$ cat src/rtl/bus_mnt.sv
// Passive AHB-lite write snooper: console character port, test-status port and a cycle watchdog.
// Never drives or stalls the bus; all outputs are registered one clock after the data phase.
module bus_mnt #(
    parameter logic [31:0] PRINT_ADDR = 32'h6000_FFF8,
    parameter logic [31:0] CTRL_ADDR  = 32'h6000_FFF0,
    parameter logic [31:0] MAX_CYCLES = 32'd60_000_000
) (
    input  logic        i_ext_pad_clkmux_ehs_clk,
    input  logic        PI_SOC_RST_B,
    input  logic        hsel,
    input  logic [1:0]  htrans,
    input  logic        hwrite,
    input  logic [31:0] haddr,
    input  logic [2:0]  hsize,
    input  logic [31:0] hwdata,
    input  logic        hready,
    output logic        char_valid,
    output logic [7:0]  char_data,
    output logic        test_pass,
    output logic        test_fail,
    output logic        test_done,
    output logic        timeout,
    output logic [31:0] wr_count,
    output logic [31:0] cycle_count
);

    logic        ap_valid;
    logic [29:0] ap_addr;
    logic        accept;
    logic        dp_done;
    logic        hit_print;
    logic        hit_ctrl;
    logic        wd_fire;
    logic        unused_bits;

    // hsize, htrans[0] and the byte offset do not affect word-address decode
    assign unused_bits = ^{hsize, htrans[0], haddr[1:0]};

    assign accept    = hsel & htrans[1] & hwrite & hready;
    assign dp_done   = ap_valid & hready;
    assign hit_print = dp_done & (ap_addr == PRINT_ADDR[31:2]);
    assign hit_ctrl  = dp_done & (ap_addr == CTRL_ADDR[31:2]);
    assign wd_fire   = (MAX_CYCLES != '0) && (cycle_count == MAX_CYCLES - 32'd1) && !test_done;
    assign test_done = test_pass | test_fail;

    // Address phase: a stalled bus (hready=0) freezes the pending transfer
    always_ff @(posedge i_ext_pad_clkmux_ehs_clk or posedge PI_SOC_RST_B) begin
        if (PI_SOC_RST_B) begin
            ap_valid <= 1'b0;
            ap_addr  <= '0;
        end else if (hready) begin
            ap_valid <= accept;
            if (accept)
                ap_addr <= haddr[31:2];
        end
    end

    always_ff @(posedge i_ext_pad_clkmux_ehs_clk or posedge PI_SOC_RST_B) begin
        if (PI_SOC_RST_B) begin
            char_valid <= 1'b0;
            char_data  <= '0;
            wr_count   <= '0;
        end else begin
            char_valid <= hit_print;
            if (hit_print)
                char_data <= hwdata[7:0];
            if (hit_print || hit_ctrl)
                wr_count <= wr_count + 32'd1;
        end
    end

    always_ff @(posedge i_ext_pad_clkmux_ehs_clk or posedge PI_SOC_RST_B) begin
        if (PI_SOC_RST_B)
            cycle_count <= '0;
        else if (cycle_count != '1)
            cycle_count <= cycle_count + 32'd1;
    end

    // First status write wins; a watchdog expiry in the same cycle still sets fail
    always_ff @(posedge i_ext_pad_clkmux_ehs_clk or posedge PI_SOC_RST_B) begin
        if (PI_SOC_RST_B) begin
            test_pass <= 1'b0;
            test_fail <= 1'b0;
            timeout   <= 1'b0;
        end else begin
            if (hit_ctrl && !test_done) begin
                if (hwdata == 32'h0000_0001)
                    test_pass <= 1'b1;
                if (hwdata == 32'h0000_0002)
                    test_fail <= 1'b1;
            end
            if (wd_fire) begin
                timeout   <= 1'b1;
                test_fail <= 1'b1;
            end
        end
    end

endmodule

$ cat config.mk
export PLATFORM = sky130hd
export DESIGN_NAME = bus_mnt
export DESIGN_NICKNAME = d
export VERILOG_FILES = /design/src/rtl/bus_mnt.sv
export SDC_FILE = /design/constraint.sdc
export NUM_CORES = 1
export LEC_CHECK = 0
export BUFFER_PORTS_ARGS = -buffer_cell sky130_fd_sc_hd__buf_2
export CAP_MARGIN = 20
export CORE_ASPECT_RATIO = 1.75
export CORE_MARGIN = 2
export CORE_UTILIZATION = 35
export CTS_CLUSTER_DIAMETER = 120
export DETAILED_ROUTE_END_ITERATION = 10
export GPL_TIMING_DRIVEN = 0
export HOLD_SLACK_MARGIN = 0.03
export PLACE_DENSITY_LB_ADDON = 0.1
export SYNTH_ARGS = -nofsm -noshare
export SYNTH_HDL_FRONTEND = slang
export SYNTH_SLANG_ARGS = --single-unit
$ cat constraint.sdc
create_clock -name i_ext_pad_clkmux_ehs_clk -period 3.2 [get_ports i_ext_pad_clkmux_ehs_clk]
set_input_delay 0.32 -clock i_ext_pad_clkmux_ehs_clk [delete_from_list [all_inputs] [get_ports i_ext_pad_clkmux_ehs_clk]]
set_output_delay 0.32 -clock i_ext_pad_clkmux_ehs_clk [all_outputs]
set_load 0.005 [all_outputs]
==> results of run 1 <==
[stage by stage]
stage | utilization | hold WS [ps] | area, um2 | worst slack (ps)
CTS | 0.447 | 74.4 | 6150 | 733
finish | 0.447 | 56.9 | 6160 | 854
floorplan | - | 416 | 4890 | 62.8
global route | 0.447 | 104 | 6160 | 660
detailed placement | 0.426 | 444 | 5860 | 754
global placement | 0.424 | 451 | 5830 | -1340
[cell usage in the layout, fill, tap and decap left out, drive strengths merged, types with 2 or more instances in the layout]
master    n
inv      15
nand2b    3
and4      2
nor2     20
dfrtp   107
and3      8
mux2     39
clkbuf   14
nand4    36
or4       6
diode     3
nor4b     2
ha        2
or3       4
nand4b    2
o21ai     2
buf     149
nor4     28
nand2    29
xnor2    34
nor3     20
xor2     26
nand3    29
[routing by layer]
layer | part of all wire | vias up
li1 | - | 1871
met1 | 0.37 | 1963
met2 | 0.56 | 112
met3 | 0.050 | 25
met4 | 0.027 | 2
met5 | 0.00096 | -
[cell type report]
cell class | count | area [um2] | share of cell area
Antenna cell | 3 | 7.51 | 0.00122
Multi-Input combinational cell | 302 | 2140 | 0.348
Tap cell | 177 | 221 | 0.0360
Inverter | 11 | 43.8 | 0.00711
Clock inverter | 6 | 56.3 | 0.00915
Sequential cell | 107 | 2680 | 0.435
Buffer | 8 | 30.0 | 0.00488
Clock buffer | 10 | 229 | 0.0372
Timing Repair Buffer | 145 | 748 | 0.122
[state kept, by name, summed over array words and instances (netlist names)]
register,cells
char_data,8
wr_count,32
test_fail,1
char_valid,1
ap_addr,30
timeout,1
test_pass,1
cycle_count,32
ap_valid,1
[how the worst min path moves through the flow]
stage	slack (ps)	depth (start not counted)	from	endpoint
5_1_grt	100	2	PI_SOC_RST_B	cycle_count[25]
3_3_place_gp	450	1	timeout	timeout
6_report	60	2	PI_SOC_RST_B	cycle_count[25]
2_1_floorplan	420	1	hready	ap_valid
4_1_cts	70	2	PI_SOC_RST_B	cycle_count[1]
3_5_place_dp	440	2	PI_SOC_RST_B	cycle_count[28]
[cells by family after synthesis]
logic type	after synthesis
simple gates	193
flops	107
xor+xnor	60
mux	40
buf+inv	19
compound gates	7
fa+ha+maj	2
[report_power, final]
| part | internal (mW) | switching [mW] |
|---|---|---|
| Sequential | 1.44 | 0.0712 |
| Combinational | 0.111 | 0.0787 |
| Clock | 0.548 | 0.537 |
[worst max-delay path, delay by kind of cell (launching register included)]
| family | cells | cell delay, ps |
|---|---|---|
| flops | 1 | 350 |
| mux | 1 | 360 |
| simple gates | 4 | 1520 |
==> flow_summary.yaml, run 1 <==
outcome:
  status: "completed"
logic_synthesis:
  synth_cells: 428
  synth-xor-area-share: 0.107
  synth_top_family_by_area: "simple AND/OR/NAND/NOR gates"
  synth-compound-area-share: 0.0102
  synth_common_cells: "107 x dfrtp_1, 39 x mux2_2, 35 x nand4_1, 34 x xnor2_1"
  syn-num-nets: 504
  synthAdderAreaFrac: 0.00512
  synth_area_per_cell_um2: 11.4
  async_flop_share: 1.00
  synth-seq-cells: 107
  synth_top_area_share: 0.547
  yosys.area.top_type: "dfrtp_1"
  synth_ff_type: "dfrtp_1"
  synth_warnings: 0
  synth-edff-count: 0
  synthTopCellsByArea: "dfrtp_1 55%, mux2_2 9.0%, xnor2_1 6.1%"
  synth_most_common_cell: "dfrtp_1"
  post_synth_num_cell_types: 37
  muxShareOfSynthArea: 0.0918
  synth_simple_gate_area_frac: 0.223
  seq_area_frac_synth: 0.547
  syn-cell-area_um2: 4890
cells_and_area:
  areaGrowthSynthToFinish_pct: 25.9
  final_cells: 769
  nFillCells: 1350
  nets: 660
  drive_gt1_frac: 0.351
drt:
  drtIter0Drc: 131
  drtAntennaViolNets: 0
  drt_wl_total_mm: 13.5
  via_per_inst: 5.17
  vias: 3973
  drc: 0
  avgRoutedWirePerCell_um: 17.6
  drtPass1Iterations: 4
global_route:
  antenna_found_initial: 4
  grtUsageMet1: 0.193
  grt_pass1_vias: 4134
  grt_busiest_layer: "met2"
  globalRouteMet3Util: 0.0403
  grt_pass1_wl_mm: 21.3
  grt_overflow: 0
  track_usage: 0.184
  grt_max_degree: 64
  grt_use_met2: 0.343
die:
  initial_utilization: 0.355
  core_area_um2: 13800
  num_rows: 57
  die_x_um: 93.4
  dieArea_um2: 15000
  die_h_um: 160
  io-pin-count: 151
pwr:
  p_leak_nw: 2.96
  pwr_density_cell_nw_per_um2: 452
  irDropWorstVdd_mv: 0.242
  power_mw: 2.78
sta:
  rsz0062_at_grt: "no"
  finalClockSkew_ps: 9.23
  fmax_mhz: 426
  finalCriticalPeriod_ps: 2350
  slew_violations: 0
  finalHoldViolCount: 0
  slew_headroom: 0.495
  fin_crit_sh: 0.733
  tns_ps: 0
  setup_viol_count_final: 0
  tightest_slew_ps: 755
critical_path:
  worstPathCellList: "nand4_1 -> or4_1 -> nor2_1 -> nand2_1 -> mux2_2"
  crit_start: "ap_addr[4]"
  crit_arrival_ps: 2570
  r2r-end: "char_data[4]"
  reg2regPathDepth: 5
  path_max_fanout: 8
  critPathSlowestCell: "or4_1"
  crit_type: "reg2reg"
  startpoint_type: "flop"
  r2r_slack_ps: 850
  slowest_delay_ps: 580
  required_ps: 3430
  endpoint: "char_data[4]"
  end_kind: "flop"
  r2r_start: "ap_addr[4]"
clocking:
  clk_pin_slew_ps: 80
  cts_htree_levels: 3
  tritoncts: "done"
  cts_root_buf: "clkbuf_16"
  cts_setup_buffers: 0
  numCtsBuffers: 9
  insertion_delay_ps: 340
  ctsResizeCount: 0
  cts_sinks: 107
  cts_buffer_depth: 2
  ctsHoldBuffers: 0
flow_run:
  maxCapViolCount: 0
place:
  io_buffers: 144
  dpl.hpwl_mm: 10.5
  globalplace.congestion: 0.918
  place_inst: 750
min_path:
  min_path_type: "in2async"
(Power assumes the default switching activity.)
==> run 2, diff against run 1 <==
==> constraint.sdc (replaced) <==
create_clock -name i_ext_pad_clkmux_ehs_clk -period 2.08 [get_ports i_ext_pad_clkmux_ehs_clk]
set_input_delay 0.208 -clock i_ext_pad_clkmux_ehs_clk [delete_from_list [all_inputs] [get_ports i_ext_pad_clkmux_ehs_clk]]
set_output_delay 0.208 -clock i_ext_pad_clkmux_ehs_clk [all_outputs]
set_load 0.005 [all_outputs]
==> run 2 against run 1 <==
Highest routed layer is now met4. Critical endpoint is now test_pass. Final cell count rose by 2.5%. Clock skew rose by 2.4 ps. Via count is 3.2% higher. The run now ends with negative setup slack left.
==> flow_summary.yaml, run 2 (synthesis results as in run 1) <==
outcome:
  status: "finished, violations left"
  violations: "negative setup slack"
pwr:
  irDropWorstVdd_mv: 0.356
  pwr_density_cell_nw_per_um2: 652
  p_leak_nw: 3.38
sta:
  finalClockSkew_ps: 11.7
  finalWorstSetupSlack_ps: -96.1
  fin_crit_sh: 1.05
  finalHoldViolCount: 0
  finalCriticalPeriod_ps: 2180
  slew_violations: 0
  rsz0062_at_grt: "yes"
  fmax_mhz: 460
  tns_ps: -517
  fin_hold_ws_ps: 84.1
  slew_headroom: 0.507
  setup_viol_count_final: 9
  tightest_slew_ps: 738
die:
  die_x_um: 93.4
  io-pin-count: 151
  die_h_um: 160
  initial_utilization: 0.355
  core_area_um2: 13800
  dieArea_um2: 15000
  num_rows: 57
drt:
  via_per_inst: 5.20
  drtIter0Drc: 154
  drc: 0
  drtAntennaViolNets: 0
  drtPass1Iterations: 4
  drt_wl_total_mm: 13.7
  vias: 4100
  avgRoutedWirePerCell_um: 17.4
cells_and_area:
  finalInstanceArea_um2: 6750
  areaGrowthSynthToFinish_pct: 38.1
  drive_gt1_frac: 0.453
  diodes: 0
  final_core_util: 0.491
  final_common_cell: "buf_2"
  reg.largest.list: "cycle_count x32, wr_count x32, ap_addr x30"
  final_cell_mix: "144 x buf_2, 101 x dfrtp_1, 39 x mux2_2"
  nets: 682
critical_path:
  path_max_fanout: 7
  r2r_start: "ap_addr[18]"
  crit_type: "reg2reg"
  crit_arrival_ps: 2450
  crit_start: "ap_addr[18]"
  reg2regPathDepth: 7
  startpoint_type: "flop"
  r2r_slack_ps: -100
  r2r-end: "test_pass"
  required_ps: 2350
  end_kind: "flop"
min_path:
  whs_path_depth: 2
  min_to: "ap_addr[2]"
  min_path_type: "in2reg"
  min-delay-start: "haddr[4]"
global_route:
  antenna_found_initial: 0
  grt_overflow: 0
  track_usage: 0.188
  grt_max_degree: 42
  grt_pass1_vias: 4294
  grt_pass1_wl_mm: 22.2
clocking:
  insertion_delay_ps: 350
  cts_htree_levels: 3
  numCtsBuffers: 9
  cts_root_buf: "clkbuf_16"
  tritoncts: "done"
  cts_sinks: 107
  clk_pin_slew_ps: 80
  cts_buffer_depth: 2
place:
  dpl.hpwl_mm: 9.83
  place_area_um2: 5880
  globalplace.congestion: 0.861
  io_buffers: 144
flow_run:
  maxCapViolCount: 0
run 2: changes by cell type in the layout (fill, tap and decap cells not counted), moves of 6 or more:
cell,previous run,this run
nor3_1,20,4
dfrtp_2,0,6
nor4_2,1,7
buf_4,0,16
nor4_1,26,16
nor3_4,0,14
dfrtp_1,107,101
run 2: worst max-delay path, stage by stage, from the launching register on:
cell and delay, ps:
dfrtp_1 380, or4_4 540, nor4_4 180, buf_4 170
nand4_4 70, buf_12 190, or4_4 430, o21bai_2 140
run 2: metal layers:
| layer | wire (um) | vias to the layer above | track usage |
|---|---|---|---|
| li1 | - | 1905 | - |
| met1 | 5240 | 2045 | 0.221 |
| met5 | 0 | - | 0 |
| met2 | 7590 | 127 | 0.342 |
| met3 | 598 | 23 | 0.0291 |
| met4 | 287 | 0 | 0.0655 |
run 2: area by class of cell:
cell class	count	area, um2
Buffer	7	50.0
Clock buffer	10	229
Clock inverter	6	71.3
Fill cell	1324	7010
Inverter	11	45.0
Multi-Input combinational cell	303	2490
Sequential cell	107	2690
Tap cell	177	221
Timing Repair Buffer	167	963
run 2: power by group:
| group | switching (mW) | total [mW] | internal, mW |
|---|---|---|---|
| clock | 0.810 | 1.76 | 0.947 |
| combinational | 0.136 | 0.327 | 0.191 |
| sequential | 0.111 | 2.32 | 2.21 |
run 2: what timing repair did:
item | in CTS | in global routing
setup endpoints to repair | 62 | 56
gates cloned | 3 | 0
endpoints found under the hold margin | 32 | 0
setup buffers | 8 | 10
pin swaps | 29 | 14
hold buffers | 1 | 0
gates resized for setup | 64 | 15
run 2: worst max-delay path by stage:
stage / to / slack (ps)
after floorplan: test_pass / 40
after global placement: char_data[7] / -290
after detailed placement: char_data[2] / -310
after CTS: test_pass / -130
after global routing: test_pass / -200
final: test_pass / -100
run 2: per-stage QoR:
stage                     setup slack, ps  std cells  power, mW
final                               -96.1        788       4.40
after global placement               -292        749       2.64
after global routing                 -195        788       4.59
after CTS                            -132        779       4.46
after detailed placement             -309        751       2.66
after floorplan                      35.5        428       2.51
==> run 3, diff against run 2 <==
--- a/config.mk
+++ b/config.mk
@@ -15,6 +15,7 @@
 export GPL_TIMING_DRIVEN = 0
 export HOLD_SLACK_MARGIN = 0.03
 export PLACE_DENSITY_LB_ADDON = 0.1
+export SETUP_SLACK_MARGIN = 0.3
 export SYNTH_ARGS = -nofsm -noshare
 export SYNTH_HDL_FRONTEND = slang
 export SYNTH_SLANG_ARGS = --single-unit
==> run 3 against run 2 <==
Largest power group unchanged. First-iteration DRC count decreased by 1.9%. Sequential share of layout area is 2.4 points lower. Clock-buffer cell count increased by 2. Critical path type unchanged. Fmax shrank 0.78%. Critical endpoint unchanged. The flow still finishes with violations (negative setup slack). Highest routed layer unchanged.
==> flow_summary.yaml, run 3 (synthesis results as in run 1) <==
outcome:
  status: "finished, violations left"
  violations: "negative setup slack"
min_path:
  whs_path_depth: 2
  min-delay-start: "haddr[22]"
  min_to: "ap_addr[20]"
  min_path_type: "in2reg"
die:
  initial_utilization: 0.355
  io-pin-count: 151
  num_rows: 57
  die_x_um: 93.4
  dieArea_um2: 15000
  core_area_um2: 13800
  die_h_um: 160
pwr:
  pwr_density_cell_nw_per_um2: 610
  p_leak_nw: 3.61
  irDropWorstVdd_mv: 0.374
sta:
  tightest_slew_ps: 767
  fin_crit_sh: 1.05
  fmax_mhz: 456
  finalCriticalPeriod_ps: 2190
  finalWorstSetupSlack_ps: -113
  slew_violations: 0
  rsz0062_at_grt: "yes"
  finalHoldViolCount: 0
  finalClockSkew_ps: 8.92
  setup_viol_count_final: 17
  slew_headroom: 0.487
cells_and_area:
  regArea_um2: 2700
  finalInstanceArea_um2: 7230
  final_core_util: 0.525
  final_cells: 811
  drive_gt1_frac: 0.543
  areaGrowthSynthToFinish_pct: 47.9
  multiInputGateArea_um2: 2770
  final_cell_mix: "144 x buf_2, 90 x dfrtp_1, 35 x nand4_1, 35 x buf_4, 30 x mux2_2"
  diodes: 0
  nFillCells: 1267
  nets: 705
  reg.largest.list: "cycle_count x32, wr_count x32, ap_addr x30"
  final_common_cell: "buf_2"
critical_path:
  startpoint_type: "flop"
  reg2regPathDepth: 6
  path_max_fanout: 6
  required_ps: 2350
  r2r-end: "test_pass"
  crit_start: "ap_addr[19]"
  end_kind: "flop"
  r2r_slack_ps: -110
  crit_type: "reg2reg"
  r2r_start: "ap_addr[19]"
  crit_arrival_ps: 2470
flow_run:
  maxCapViolCount: 0
global_route:
  grt_pass1_wl_mm: 22.5
  antenna_found_initial: 0
  grt_overflow: 0
  track_usage: 0.189
  grt_max_degree: 42
  grt_pass1_vias: 4405
place:
  place_area_um2: 5890
  place_inst: 751
  io_buffers: 144
  dpl.hpwl_mm: 9.58
  globalplace.congestion: 0.814
drt:
  via_per_inst: 5.22
  drtPass1Iterations: 4
  drt_wl_total_mm: 14.3
  drtIter0Drc: 151
  avgRoutedWirePerCell_um: 17.7
  drtAntennaViolNets: 0
  vias: 4234
  drc: 0
clocking:
  tritoncts: "done"
  cts_root_buf: "clkbuf_16"
  cts_htree_levels: 3
  cts_buffer_depth: 2
  insertion_delay_ps: 350
  clk_pin_slew_ps: 70
  numCtsBuffers: 9
  cts_sinks: 107
[run 3: cell types whose count changed in the layout (fill, tap and decap cells not counted), sizes merged]
cell	previous run	this run
clkbuf	14	12
clkinv	1	3
inv	12	10
buf	169	196
clkinvlp	3	1
[run 3: timing repair]
action	4_1_cts	5_1_grt
endpoints found under the hold margin	31	0
endpoints found under the setup margin	75	76
buffers inserted	15	25
cloned	2	1
hold buffers	1	0
pin swaps	23	32
resized for setup	69	84
[run 3: power by group]
| group | switching (mW) | leakage (nW) | internal [mW] |
|---|---|---|---|
| registers | 0.116 | 1.36 | 2.21 |
| logic | 0.134 | 2.09 | 0.181 |
| clock network | 0.773 | 0.153 | 1.00 |
| total | 1.02 | 3.61 | 3.39 |
[run 3: worst max-delay path by stage]
stage,end,slack [ps],cells past startpoint
after floorplan,wr_count[10],80,6
after global placement,ap_addr[18],-200,2
after detailed placement,wr_count[18],-210,6
after CTS,test_pass,-80,6
after global routing,wr_count[21],-200,7
final,test_pass,-110,6
[run 3: layer usage]
layer	track usage	share of wire	vias to the layer above
met5	0	0	-
met4	0.0582	0.017	0
met3	0.0389	0.049	22
met2	0.345	0.55	121
met1	0.218	0.38	2130
li1	-	-	1961
[run 3: cell type report]
class	instances	share of cell area
Multi-Input combinational cell	303	0.384
Sequential cell	107	0.373
Timing Repair Buffer	189	0.154
Clock buffer	12	0.0355
Tap cell	177	0.0306
Buffer	8	0.00986
Clock inverter	4	0.00675
Inverter	11	0.00623
[run 3: critical path: stages, from the launching register on]
cell and delay [ps]:
dfrtp_1 390, or4_4 550, nor4_4 130, buf_4 160, nand4_4 210, or4_4 520
o21bai_2 150
[run 3: stage by stage]
step	setup TNS, ps	setup slack [ps]	power, mW	hold slack, ps
after global placement	-23330	-202	2.64	442
final	-1030	-113	4.41	88.6
after global routing	-3580	-200	4.60	75.8
after floorplan	0	77.7	2.51	304
after detailed placement	-3840	-208	2.66	382
after CTS	-1180	-82.5	4.48	78.5
